## src/rtl/oled_screen.sv

```systemverilog
// oled_screen: SSD1306 SPI driver -- power-up, 25-byte init ROM, framebuffer stream.
// Define OLED_INVERT_EN to send A7 (inverse display) instead of A6 in the init ROM.
module oled_screen #(
  parameter logic [31:0] STARTUP_WAIT = 32'd10000000
) (
  input  logic       clk,
  input  logic       rst_n,
  output logic [9:0] pixelAddress,
  input  logic [7:0] pixelData,
  output logic       ioSclk,
  output logic       ioSdin,
  output logic       ioCs,
  output logic       ioDc,
  output logic       ioReset
);

  typedef enum logic [2:0] {
    INIT_POWER,
    INIT_RESET,
    INIT_RELEASE,
    LOAD_CMD,
    SEND,
    CHECK_DONE,
    LOAD_DATA,
    WAIT_DATA
  } state_t;

  state_t      state;
  state_t      nextState;
  logic [31:0] waitCnt;
  logic        waitDone;
  logic [4:0]  cmdIdx;
  logic [9:0]  pixelCnt;
  logic [3:0]  sendCnt;
  logic [7:0]  shiftReg;
  logic [7:0]  romByte;
  logic        dataPhase;
  logic        initState;

  function automatic logic [7:0] initRom(input logic [4:0] idx);
    logic [7:0] b;
    case (idx)
      5'd0:    b = 8'hAE;
      5'd1:    b = 8'hD5;
      5'd2:    b = 8'h80;
      5'd3:    b = 8'hA8;
      5'd4:    b = 8'h3F;
      5'd5:    b = 8'hD3;
      5'd6:    b = 8'h00;
      5'd7:    b = 8'h40;
      5'd8:    b = 8'h8D;
      5'd9:    b = 8'h14;
      5'd10:   b = 8'h20;
      5'd11:   b = 8'h00;
      5'd12:   b = 8'hA1;
      5'd13:   b = 8'hC8;
      5'd14:   b = 8'hDA;
      5'd15:   b = 8'h12;
      5'd16:   b = 8'h81;
      5'd17:   b = 8'h7F;
      5'd18:   b = 8'hD9;
      5'd19:   b = 8'hF1;
      5'd20:   b = 8'hDB;
      5'd21:   b = 8'h40;
      5'd22:   b = 8'hA4;
`ifdef OLED_INVERT_EN
      5'd23:   b = 8'hA7;
`else
      5'd23:   b = 8'hA6;
`endif
      5'd24:   b = 8'hAF;
      default: b = 8'hE3;
    endcase
    return b;
  endfunction

  assign romByte   = initRom(cmdIdx);
  assign waitDone  = (waitCnt == STARTUP_WAIT - 32'd1);
  assign initState = (state == INIT_POWER) ||
                     (state == INIT_RESET) ||
                     (state == INIT_RELEASE);
  assign ioSdin    = shiftReg[7];

  always_ff @(posedge clk or negedge rst_n) begin
    if (!rst_n) begin
      state <= INIT_POWER;
    end else begin
      state <= nextState;
    end
  end

  always_comb begin
    nextState = state;
    unique case (state)
      INIT_POWER:   if (waitDone) nextState = INIT_RESET;
      INIT_RESET:   if (waitDone) nextState = INIT_RELEASE;
      INIT_RELEASE: if (waitDone) nextState = LOAD_CMD;
      LOAD_CMD:     nextState = SEND;
      SEND:         if (sendCnt == 4'd15) nextState = CHECK_DONE;
      CHECK_DONE: begin
        if (dataPhase || cmdIdx == 5'd24) nextState = LOAD_DATA;
        else                              nextState = LOAD_CMD;
      end
      LOAD_DATA:    nextState = WAIT_DATA;
      WAIT_DATA:    nextState = SEND;
      default:      nextState = INIT_POWER;
    endcase
  end

  always_ff @(posedge clk or negedge rst_n) begin
    if (!rst_n) begin
      waitCnt      <= '0;
      cmdIdx       <= '0;
      pixelCnt     <= '0;
      sendCnt      <= '0;
      shiftReg     <= '0;
      dataPhase    <= 1'b0;
      pixelAddress <= '0;
      ioSclk       <= 1'b0;
      ioCs         <= 1'b1;
      ioDc         <= 1'b0;
      ioReset      <= 1'b1;
    end else begin
      if (initState) begin
        waitCnt <= waitDone ? '0 : waitCnt + 32'd1;
      end
      ioReset <= (nextState != INIT_RESET);
      // chip select drops once and is only raised again by reset
      if (nextState == LOAD_CMD) begin
        ioCs <= 1'b0;
      end
      if (nextState == LOAD_DATA) begin
        pixelAddress <= pixelCnt;
      end
      unique case (state)
        LOAD_CMD: begin
          shiftReg <= romByte;
          ioDc     <= 1'b0;
          sendCnt  <= '0;
          ioSclk   <= 1'b0;
        end
        SEND: begin
          sendCnt <= sendCnt + 4'd1;
          // data shifts on the falling half so it is stable while sclk is high
          if (!sendCnt[0]) begin
            ioSclk <= 1'b1;
          end else begin
            ioSclk   <= 1'b0;
            shiftReg <= {shiftReg[6:0], 1'b0};
          end
        end
        CHECK_DONE: begin
          if (!dataPhase) begin
            if (cmdIdx == 5'd24) begin
              dataPhase <= 1'b1;
              pixelCnt  <= '0;
            end else begin
              cmdIdx <= cmdIdx + 5'd1;
            end
          end
        end
        WAIT_DATA: begin
          shiftReg <= pixelData;
          ioDc     <= 1'b1;
          pixelCnt <= pixelCnt + 10'd1;
          sendCnt  <= '0;
          ioSclk   <= 1'b0;
        end
        default: begin
        end
      endcase
    end
  end

endmodule

```

## config.mk

```make
export PLATFORM = sky130hd
export DESIGN_NAME = oled_screen
export DESIGN_NICKNAME = d
export VERILOG_FILES = /design/src/rtl/oled_screen.sv
export SDC_FILE = /design/constraint.sdc
export NUM_CORES = 1
export LEC_CHECK = 0
export BUFFER_PORTS_ARGS = -buffer_cell sky130_fd_sc_hd__buf_2
export CAP_MARGIN = 5
export CORE_ASPECT_RATIO = 1.2
export CORE_MARGIN = 1
export CORE_UTILIZATION = 58
export DETAILED_ROUTE_END_ITERATION = 10
export GPL_ROUTABILITY_DRIVEN = 1
export GPL_TIMING_DRIVEN = 0
export PLACE_DENSITY = 0.81
export SYNTH_ARGS = -nofsm -noshare
export SYNTH_HDL_FRONTEND = slang
export SYNTH_SLANG_ARGS = --single-unit
```

## constraint.sdc

```tcl
create_clock -name clk -period 3.05 [get_ports clk]
set_clock_uncertainty 0.2 [all_clocks]
set_input_delay 0.61 -clock clk [delete_from_list [all_inputs] [get_ports clk]]
set_output_delay 0.61 -clock clk [all_outputs]
set_load 0.05 [all_outputs]
```

==> results of run 1 <==
-- logic make-up after synthesis --
kind of cell / after synthesis / share of synthesized area [%]
buffers and inverters: 27 / 2.93
adders and majority gates: 9 / 2.75
AOI/OAI and AO/OA: 81 / 12.8
DFF: 76 / 46.5
and+or+nand+nor: 179 / 23.7
muxes: 11 / 3.03
xor gates and xnor gates: 39 / 8.34
-- how the worst min path moves through the flow --
stage | start | end | slack (ns) | depth (start not counted)
3_5_place_dp | ioDc$_DFFE_PN0N_ | ioDc$_DFFE_PN0N_ | 0.26 | 2
2_1_floorplan | rst_n | cmdIdx[0]$_DFFE_PN0P_ | 0.11 | 0
6_report | rst_n | cmdIdx[4]$_DFFE_PN0P_ | 0.02 | 1
4_1_cts | rst_n | cmdIdx[4]$_DFFE_PN0P_ | 0.02 | 1
3_3_place_gp | ioDc$_DFFE_PN0N_ | ioDc$_DFFE_PN0N_ | 0.26 | 2
5_1_grt | rst_n | cmdIdx[4]$_DFFE_PN0P_ | 0.05 | 1
-- state kept, by name, indices dropped and copies added (netlist names) --
signal        flops
pixelCnt         10
state             3
ioDc              1
pixelAddress     10
dataPhase         1
cmdIdx            5
shiftReg          8
waitCnt          32
ioReset           1
ioCs              1
sendCnt           4
-- per-layer routing --
| layer | vias up | global-route usage [%] | routed length, um |
|---|---|---|---|
| met1 | 1640 | 30.9 | 3790 |
| met2 | 82 | 44.6 | 4560 |
| met3 | 16 | 3.98 | 307 |
| met5 | - | 0 | 0 |
| li1 | 1575 | - | - |
| met4 | 0 | 10.6 | 159 |
-- area by class of cell --
| type | instances | area share, % |
|---|---|---|
| multi-input combinational | 319 | 45.5 |
| inverter | 10 | 0.825 |
| timing repair buffer | 25 | 3.13 |
| sequential | 76 | 41.8 |
| tap | 87 | 2.39 |
| clock buffer | 9 | 2.72 |
| clock inverter | 7 | 1.79 |
| buffer | 17 | 1.81 |
-- metrics by stage --
| step | util [%] | cell area [um^2] | setup slack [ns] |
|---|---|---|---|
| 6_report | 66.8 | 4550 | 0.431 |
| 5_1_grt | 66.8 | 4550 | 0.251 |
| 3_5_place_dp | 63.8 | 4350 | 0.460 |
| 2_1_floorplan | - | 4090 | 0.845 |
| 3_3_place_gp | 63.5 | 4320 | 0.543 |
| 4_1_cts | 66.8 | 4550 | 0.442 |
-- synthesized netlist by cell type (all sizes together) (9+ instances only) --
cell type	number
xnor2	22
mux2	11
dfrtp	74
nor3	10
and3	9
nand2	46
nand4	14
nor2	42
ha	9
xor2	17
a21oi	15
o21ai	30
inv	10
nand3	21
clkbuf	13
-- power by group through the flow --
stage                     sequential (mW)  clock [mW]  combinational [mW]
after floorplan                      1.03           0           0.0000741
after global placement               1.03           0              0.0258
after detailed placement             1.03           0              0.0299
after CTS                            1.01       0.811              0.0297
after global routing                 1.01       0.847              0.0331
final                                1.01       0.799              0.0283
-- worst reg2reg max path: cells and delay by family (launching register included) --
| family | cells | cell delay, ns |
|---|---|---|
| and+or+nand+nor | 3 | 0.84 |
| buffers and inverters | 1 | 0.20 |
| adders and majority gates | 1 | 0.32 |
| muxes | 1 | 0.45 |
| DFF | 1 | 0.49 |
==> results.md, run 1 <==
* Outcome: finished, final reports clean
* Initial antenna violation count at 0
* Setup TNS at 0 ns
* Fin cells at 550
* CTS tree: yes
* Post_cts resized at 0
* Peak VDD IR at 286 uV
* First-pass GRT wire length at 14.6 mm
* Most frequent cells in the layout: dfrtp_1, nand2_1, nor2_1
* Clock-pin slew on the worst setup and hold paths at 0.08 ns
* Final setup fails at 0
* Largest net degree at the start of global routing at 41
* CP max stage delay at 0.49 ns
* Net Sw Power at 431 uW
* Wirelength, routed at 8.82 mm
* Slowest stage cell on the critical path: dfrtp_1
* Comb power frac at 1.5%
* Critical Path RT at 3.09 ns
* DRT iter0 DRCs at 283
* Gr ovfl total at 0
* Worst Setup End Kind: flip-flop
* Hold WS at 0.0151 ns
* Top-area cell type share of the netlist area at 45.2%
* N_diodes at 0
* Chip height at 94.0 um
* Final period util at 85.9%
* Seq pwr share at 54.9%
* Area Growth Syn to Fin at 11.2%
* Inst Count DP at 534
* Power per Cell Area at 403 mW/mm^2
* Syn_area_per_cell at 9.70 um^2
* RSZ-0062 raised after global routing: false
* Vias in the first global route at 3140
* Crit path DAT at 2.66 ns
* Rel. slew slack at 46.6%
* Syn_nets at 441
* # fillers at 516
* Post-layout min period at 2.62 ns
* Die X at 78.7 um
* Register area share after synthesis at 46.5%
* Biggest fanout along the worst timing path at 10
* Vias at 3313
* Worst reg2reg startpoint: cmdIdx[1]$_DFFE_PN0P_
* Dpl hpwl at 6.14 mm
* Sw Ratio at 23.5%
* Clock power share at 43.6%
* GPL Wtd Cong at 0.873
* Top-Level Pins at 25
* End point of the critical path: pixelAddress[3]$_DFFE_PN0N_
* Largest cells by area after synthesis: dfrtp_1, xnor2_1, nand2_1, nor2_1, o21ai_0
* Cell family with most CP delay: simple AND/OR/NAND/NOR gates
* R2r endpoint: pixelAddress[3]$_DFFE_PN0N_
* Final Hold Vio Count at 0
* Most common cell after layout, fill and taps aside: dfrtp_1
* Mapped Area at 0.00409 mm^2
* Via density at 6.02
* WL/cell at 16.0 um
* Post-synth top area cell: dfrtp_1
* Initial DRT Pass Iterations at 5
* CTS sink cnt at 76
* Worst Hold Class: input port to asynchronous set/reset pin
* Internal at 1.40 mW
* CP Depth at 6
* Share of layout cells above drive strength 1 at 15.8%
* DRC at 0
* Synth unique cells at 58
* Multi-input logic area at 0.00207 mm^2
* Max-cap violations at 0
* DRT antenna net count at 0
* Core Box Area at 0.00681 mm^2
* R2R depth at 6
* Pleak at 2.06 nW
* Crit. Startpoint: cmdIdx[1]$_DFFE_PN0P_
* Number of synthesized flops with an enable pin at 0
* FMAX at 382 MHz
* # rows at 33
* Worst reg2reg setup slack at 0.43 ns
* WS Path Type: flip-flop to flip-flop
* Gate Count Post-Synth at 422
* Final Max Tran Viols at 0
* Root buffer cell: clkbuf_8
* Fin nets at 477
* GRT Resource Usage Total at 25.5%
* Worst-Margin Slew at 0.797 ns
* Starting Density at 60.1%
* Clk Latency, worst-skew pair at 0.36 ns
* Buf+Inv Stages, Crit Path at 1
* Yosys Warn Count at 0
* I/O Buffers at 24
* Post-CTS setup buffer count at 0
* Main synth FF type: dfrtp_1
* FF+latch count, synth at 76
* Synth async-reset ratio at 100%
* # H-tree levels at 3
* Register area at 0.00190 mm^2
* Max Buffers Root-to-Sink at 2
* Worst setup SP type: flip-flop
* CTS buffer count at 9
* Die area at 0.00740 mm^2
* Total power at 1.83 mW
* CTS Hold Bufs at 0
* Crit-path cells: inv_1 -> ha_1 -> nand4b_1 -> nand2b_1 -> nand3_1 -> mux2_2
Note: power is estimated with default switching activity, not from simulation.
==> inputs of run 2 (changes only) <==
--- a/config.mk
+++ b/config.mk
@@ -7,13 +7,15 @@
 export LEC_CHECK = 0
 export BUFFER_PORTS_ARGS = -buffer_cell sky130_fd_sc_hd__buf_2
 export CAP_MARGIN = 5
+export CELL_PAD_IN_SITES_DETAIL_PLACEMENT = 1
+export CELL_PAD_IN_SITES_GLOBAL_PLACEMENT = 1
 export CORE_ASPECT_RATIO = 1.2
 export CORE_MARGIN = 1
-export CORE_UTILIZATION = 58
+export CORE_UTILIZATION = 48
 export DETAILED_ROUTE_END_ITERATION = 10
 export GPL_ROUTABILITY_DRIVEN = 1
 export GPL_TIMING_DRIVEN = 0
-export PLACE_DENSITY = 0.81
+export PLACE_DENSITY = 0.84
 export SYNTH_ARGS = -nofsm -noshare
 export SYNTH_HDL_FRONTEND = slang
 export SYNTH_SLANG_ARGS = --single-unit
==> run 2 against run 1 <==
Final cell count increased by 4.9%. Die area increased by 20%. Total power decreased by 1.3%. Sequential power about the same. Count of clock-buffer cells in the layout increased by 2. Critical path type unchanged. Highest routed layer unchanged.
==> results.md, run 2 (synthesis gave the netlist of run 1 again) <==
* Outcome: finished, final reports clean
* Post-layout min period at 2.69 ns
* Max Buffers Root-to-Sink at 2
* Peak VDD IR at 295 uV
* Initial DRT Pass Iterations at 4
* Busiest grt layer: met2
* Largest net degree at the start of global routing at 42
* Comb power frac at 1.6%
* Gr ovfl total at 0
* GPL Wtd Cong at 0.834
* Final period util at 88.1%
* Worst Setup End Kind: flip-flop
* # H-tree levels at 3
* CTS tree: yes
* Most flop-heavy register: waitCnt
* Final Max Tran Viols at 0
* Crit path DAT at 2.70 ns
* Critical Path RT at 3.07 ns
* Internal at 1.40 mW
* Chip height at 103 um
* Top-Level Pins at 25
* Die area at 0.00890 mm^2
* # fillers at 967
* Clock-pin slew on the worst setup and hold paths at 0.09 ns
* Most frequent cells in the layout: dfrtp_1, nand2_1, nor2_1
* Net Sw Power at 415 uW
* WS Path Type: flip-flop to flip-flop
* # rows at 36
* DRC at 0
* Rel. slew slack at 46.2%
* RSZ-0062 raised after global routing: false
* Vias in the first global route at 3516
* Wirelength, routed at 10.1 mm
* CTS Hold Bufs at 0
* Largest registers: waitCnt (32), pixelAddress (10), pixelCnt (10)
* Grt met2 use at 45.5%
* Share of layout cells above drive strength 1 at 15.3%
* First-pass GRT wire length at 16.9 mm
* Pleak at 2.05 nW
* Fin nets at 477
* Power per Cell Area at 396 mW/mm^2
* Post-CTS setup buffer count at 0
* Total power at 1.81 mW
* Final Hold Vio Count at 0
* Initial antenna violation count at 0
* Worst-Margin Slew at 0.804 ns
* Biggest fanout along the worst timing path at 9
* Routing usage on met1 at 28.3%
* WL/cell at 17.5 um
* Starting Density at 49.9%
* DRT iter0 DRCs at 165
* Worst Hold Class: input port to asynchronous set/reset pin
* Sw Ratio at 22.9%
* I/O Buffers at 24
* Hold WS at 0.00879 ns
* CTS sink cnt at 76
* Clk Latency, worst-skew pair at 0.36 ns
* Max reg flops at 32
* Core Box Area at 0.00820 mm^2
* Via density at 5.80
* N_diodes at 0
* GRT Resource Usage Total at 24.7%
* Grt met3 use at 4.00%
* Dpl hpwl at 7.05 mm
* Worst reg2reg setup slack at 0.36 ns
* DRT antenna net count at 0
* FMAX at 372 MHz
* Most common cell after layout, fill and taps aside: dfrtp_1
* Clock power share at 42.8%
* Seq pwr share at 55.6%
* Vias at 3348
* Root buffer cell: clkbuf_8
* Final setup fails at 0
* Die X at 86.3 um
* Worst setup SP type: flip-flop
* Setup TNS at 0 ns
* CTS buffer count at 9
* Post_cts resized at 0
* Max-cap violations at 0
* Area Growth Syn to Fin at 11.7%
[run 2: cell count changes in the layout (fill, tap and decap cells not counted)]
cell,change
clkbuf_1,+2
clkinvlp_4,+1
inv_6,-3
[run 2: worst paths after layout]
check                                        from                      end  depth (start not counted)
setup / recovery           waitCnt[0]$_DFFE_PN0P_  waitCnt[23]$_DFFE_PN0P_                          7
hold / removal                              rst_n    cmdIdx[4]$_DFFE_PN0P_                          1
setup reg to reg           waitCnt[0]$_DFFE_PN0P_  waitCnt[23]$_DFFE_PN0P_                          7
hold reg to reg                  ioDc$_DFFE_PN0N_         ioDc$_DFFE_PN0N_                          2
max in group asynchronous                   rst_n   waitCnt[1]$_DFFE_PN0P_                          2
min in group clk                 ioDc$_DFFE_PN0N_         ioDc$_DFFE_PN0N_                          2
[run 2: worst max-delay path, stage by stage (launching register included)]
cell and delay, ns:
dfrtp_1 0.42, ha_1 0.25, nor4b_2 0.21, nand4_1 0.16
or4_1 0.57, buf_6 0.17, nor2_2 0.42, nor2_1 0.14
[run 2: power by group through the flow]
| stage | sequential (mW) | clock [mW] | combinational, mW |
|---|---|---|---|
| after floorplan | 1.03 | 0 | 0.0000741 |
| after global placement | 1.03 | 0 | 0.0265 |
| after detailed placement | 1.03 | 0 | 0.0303 |
| after CTS | 1.01 | 0.796 | 0.0304 |
| after global routing | 1.01 | 0.832 | 0.0342 |
| final | 1.01 | 0.775 | 0.0287 |
[run 2: routing by layer]
| layer | wire length [um] | part of all wire, % |
|---|---|---|
| met1 | 4270 | 42 |
| met2 | 5330 | 53 |
| met3 | 280 | 2.8 |
| met4 | 216 | 2.1 |
| met5 | 0 | 0 |
[run 2: layout make-up]
type	instances	area, um^2	area share (%)
Buffer	17	82.6	1.81
Timing Repair Buffer	25	143	3.12
Tap cell	114	143	3.12
Inverter	10	37.5	0.821
Clock buffer	11	131	2.87
Multi-Input combinational cell	319	2070	45.3
Clock inverter	5	62.6	1.37
Sequential cell	76	1900	41.6
[run 2: through the flow]
stage	setup slack, ns	cells	cell area (um^2)	utilization [%]
finish	0.364	577	4570	55.8
CTS	0.365	577	4570	55.8
floorplan	0.845	422	4090	-
detailed placement	0.407	561	4380	53.4
global placement	0.497	560	4360	53.1
global route	0.202	577	4570	55.8
==> inputs of run 3 (changes only) <==
--- a/config.mk
+++ b/config.mk
@@ -5,17 +5,18 @@
 export SDC_FILE = /design/constraint.sdc
 export NUM_CORES = 1
 export LEC_CHECK = 0
+export ABC_AREA = 1
 export BUFFER_PORTS_ARGS = -buffer_cell sky130_fd_sc_hd__buf_2
 export CAP_MARGIN = 5
 export CELL_PAD_IN_SITES_DETAIL_PLACEMENT = 1
 export CELL_PAD_IN_SITES_GLOBAL_PLACEMENT = 1
 export CORE_ASPECT_RATIO = 1.2
 export CORE_MARGIN = 1
-export CORE_UTILIZATION = 48
+export CORE_UTILIZATION = 49
 export DETAILED_ROUTE_END_ITERATION = 10
 export GPL_ROUTABILITY_DRIVEN = 1
 export GPL_TIMING_DRIVEN = 0
-export PLACE_DENSITY = 0.84
+export PLACE_DENSITY = 0.89
 export SYNTH_ARGS = -nofsm -noshare
 export SYNTH_HDL_FRONTEND = slang
 export SYNTH_SLANG_ARGS = --single-unit
==> constraint.sdc (replaced) <==
create_clock -name clk -period 3.2 [get_ports clk]
set_clock_uncertainty 0.2 [all_clocks]
set_input_delay 0.64 -clock clk [delete_from_list [all_inputs] [get_ports clk]]
set_output_delay 0.64 -clock clk [all_outputs]
set_load 0.05 [all_outputs]
==> run 3 against run 2 <==
Critical endpoint is now pixelAddress[4]$_DFFE_PN0N_. Highest routed layer unchanged. Design area up 6.8%. Core utilization up 0.96 points. Count of clock-buffer cells in the layout fell by 1. Worst setup slack improved by 0.43 ns.
==> results.md, run 3 <==
* Number of synthesized flops with an enable pin at 0
* Final Max Tran Viols at 0
* DRT antenna net count at 0
* First-pass GRT wire length at 19.7 mm
* Routed wl met2 at 6.20 mm
* DRC at 0
* Most common cell in the netlist: nand2_1
* # rows at 37
* Worst reg2reg setup slack at 0.79 ns
* Gr ovfl total at 0
* Max Buffers Root-to-Sink at 2
* # H-tree levels at 3
* CTS Hold Bufs at 1
* Yosys Warn Count at 0
* Synth async-reset ratio at 100%
* Die X at 88.1 um
* Starting Density at 50.6%
* Post-synth top area cell: dfrtp_1
* Crit path DAT at 2.46 ns
* Top-Level Pins at 25
* Register area at 0.00190 mm^2
* Syn_nets at 583
* R2R depth at 12
* FF+latch count, synth at 76
* Area Growth Syn to Fin at 12.2%
* Highest metal used: met4
* Main synth FF type: dfrtp_1
* Synth unique cells at 40
* Share of layout cells above drive strength 1 at 12.5%
* RSZ-0062 raised after global routing: false
* FMAX at 415 MHz
* End point of the critical path: pixelAddress[4]$_DFFE_PN0N_
* Rel. slew slack at 65.4%
* GRT Resource Usage Total at 27.6%
* Hold WS at 0.277 ns
* Final setup fails at 0
* Post_cts resized at 0
* Largest registers: waitCnt (32), pixelAddress (10), pixelCnt (10)
* Dpl hpwl at 8.76 mm
* GPL Wtd Cong at 0.945
* CTS sink cnt at 76
* Gate Count Post-Synth at 564
* PnR worst setup slack at 0.790 ns
* Worst Setup Slack post-DPL at 0.829 ns
* Critical Path RT at 3.25 ns
* Worst reg2reg startpoint: cmdIdx[0]$_DFFE_PN0P_
* Final Hold Vio Count at 0
* Via density at 5.45
* Post-CTS setup buffer count at 0
* DRT iter0 DRCs at 137
* Placed Instance Area at 0.00465 mm^2
* WL/cell at 16.1 um
* Most common cell after layout, fill and taps aside: nand2_1
* Top-area cell type share of the netlist area at 42.5%
* Worst setup SP type: flip-flop
* Setup TNS at 0 ns
* Crit. Startpoint: cmdIdx[0]$_DFFE_PN0P_
* Chip height at 105 um
* Max-cap violations at 0
* Initial DRT Pass Iterations at 4
* CTS buffer count at 9
* Vias at 3942
* Multi-input logic area at 0.00209 mm^2
* WS Path Type: flip-flop to flip-flop
* Final period util at 75.3%
* Fin util at 56.7%
* Die area at 0.00927 mm^2
* Most flop-heavy register: waitCnt
* Post-layout min period at 2.41 ns
* Core Box Area at 0.00861 mm^2
* Initial antenna violation count at 0
* Peak VDD IR at 246 uV
* Most frequent cells in the layout: nand2_1, inv_1, dfrtp_1
* Mapped Area at 0.00436 mm^2
* Fin nets at 620
* Largest cells by area after synthesis: dfrtp_1, nand2_1, inv_1, xor2_1, nor2_1
* Clk Latency, worst-skew pair at 0.37 ns
* CTS tree: yes
* Final instance area at 0.00489 mm^2
* Pleak at 2.37 nW
* Register area share after synthesis at 43.7%
* Syn_area_per_cell at 7.72 um^2
* # fillers at 1134
* Worst-Margin Slew at 0.514 ns
* Power per Cell Area at 376 mW/mm^2
* Clock-pin slew on the worst setup and hold paths at 0.09 ns
* Wirelength, routed at 11.7 mm
* R2r endpoint: pixelAddress[4]$_DFFE_PN0N_
* N_diodes at 0
* Worst Setup End Kind: flip-flop
* Vias in the first global route at 4326
* Max reg flops at 32
* Worst Hold Class: flip-flop to flip-flop
* Outcome: finished, final reports clean
* Metal3 WL at 258 um
* Post-synth top cells: nand2_1, inv_1, dfrtp_1
* Root buffer cell: clkbuf_8
* DRT met1 WL at 4.76 mm
* Largest net degree at the start of global routing at 57
* I/O Buffers at 24
* Biggest fanout along the worst timing path at 10
## run 3: metrics by stage
step / power, mW / cells
floorplan: 0.979 / 564
global placement: 1.00 / 705
detailed placement: 1.01 / 706
CTS: 1.85 / 723
global route: 1.89 / 723
finish: 1.84 / 723
## run 3: logic make-up (layout without fill, tap and decap cells)
kind of cell | Yosys count | in the layout | synth area share, %
flops | 76 | 76 | 43.7
fa+ha+maj | 9 | 9 | 2.59
buf+inv | 92 | 134 | 8.27
simple gates | 273 | 273 | 28.3
xor+xnor | 28 | 28 | 5.63
compound gates | 86 | 86 | 11.5
## run 3: layer usage
metal | track usage (%) | vias up
met1 | 30.5 | 1936
met4 | 12.6 | 0
li1 | - | 1908
met5 | 0 | -
met3 | 5.56 | 38
met2 | 49.8 | 60
## run 3: how the worst min path moves through the flow
stage,start,end,slack (ns),cells past startpoint
after floorplan,rst_n,cmdIdx[0]$_DFFE_PN0P_,0.14,0
after global placement,ioCs$_DFFE_PN1N_,ioCs$_DFFE_PN1N_,0.23,2
after global routing,ioCs$_DFFE_PN1N_,ioCs$_DFFE_PN1N_,0.31,2
final,ioCs$_DFFE_PN1N_,ioCs$_DFFE_PN1N_,0.28,2
after detailed placement,ioCs$_DFFE_PN1N_,ioCs$_DFFE_PN1N_,0.25,2
after CTS,ioCs$_DFFE_PN1N_,ioCs$_DFFE_PN1N_,0.29,2
## run 3: critical path, cell delays in order, from the launching register on
cell     delay [ns]
dfrtp_1        0.45
inv_1          0.18
ha_1           0.26
nand2_1        0.15
nor2_1         0.16
nand2_1        0.11
nand2_1        0.09
inv_1          0.07
nor3_2         0.17
inv_1          0.07
buf_2          0.19
nand2_1        0.09
o21ai_0        0.09
## run 3: cell type report
cell class	count	share of cell area, %
Buffer	9	0.999
Tap cell	117	3.00
Inverter	83	6.38
Timing Repair Buffer	26	3.28
Multi-Input combinational cell	396	42.8
Clock buffer	10	2.61
Sequential cell	76	39.0
Clock inverter	6	1.97
## run 3: report_power, final
group	internal, mW	switching [mW]
Sequential	0.959	0
Clock	0.449	0.400
Combinational	0.00858	0.0211
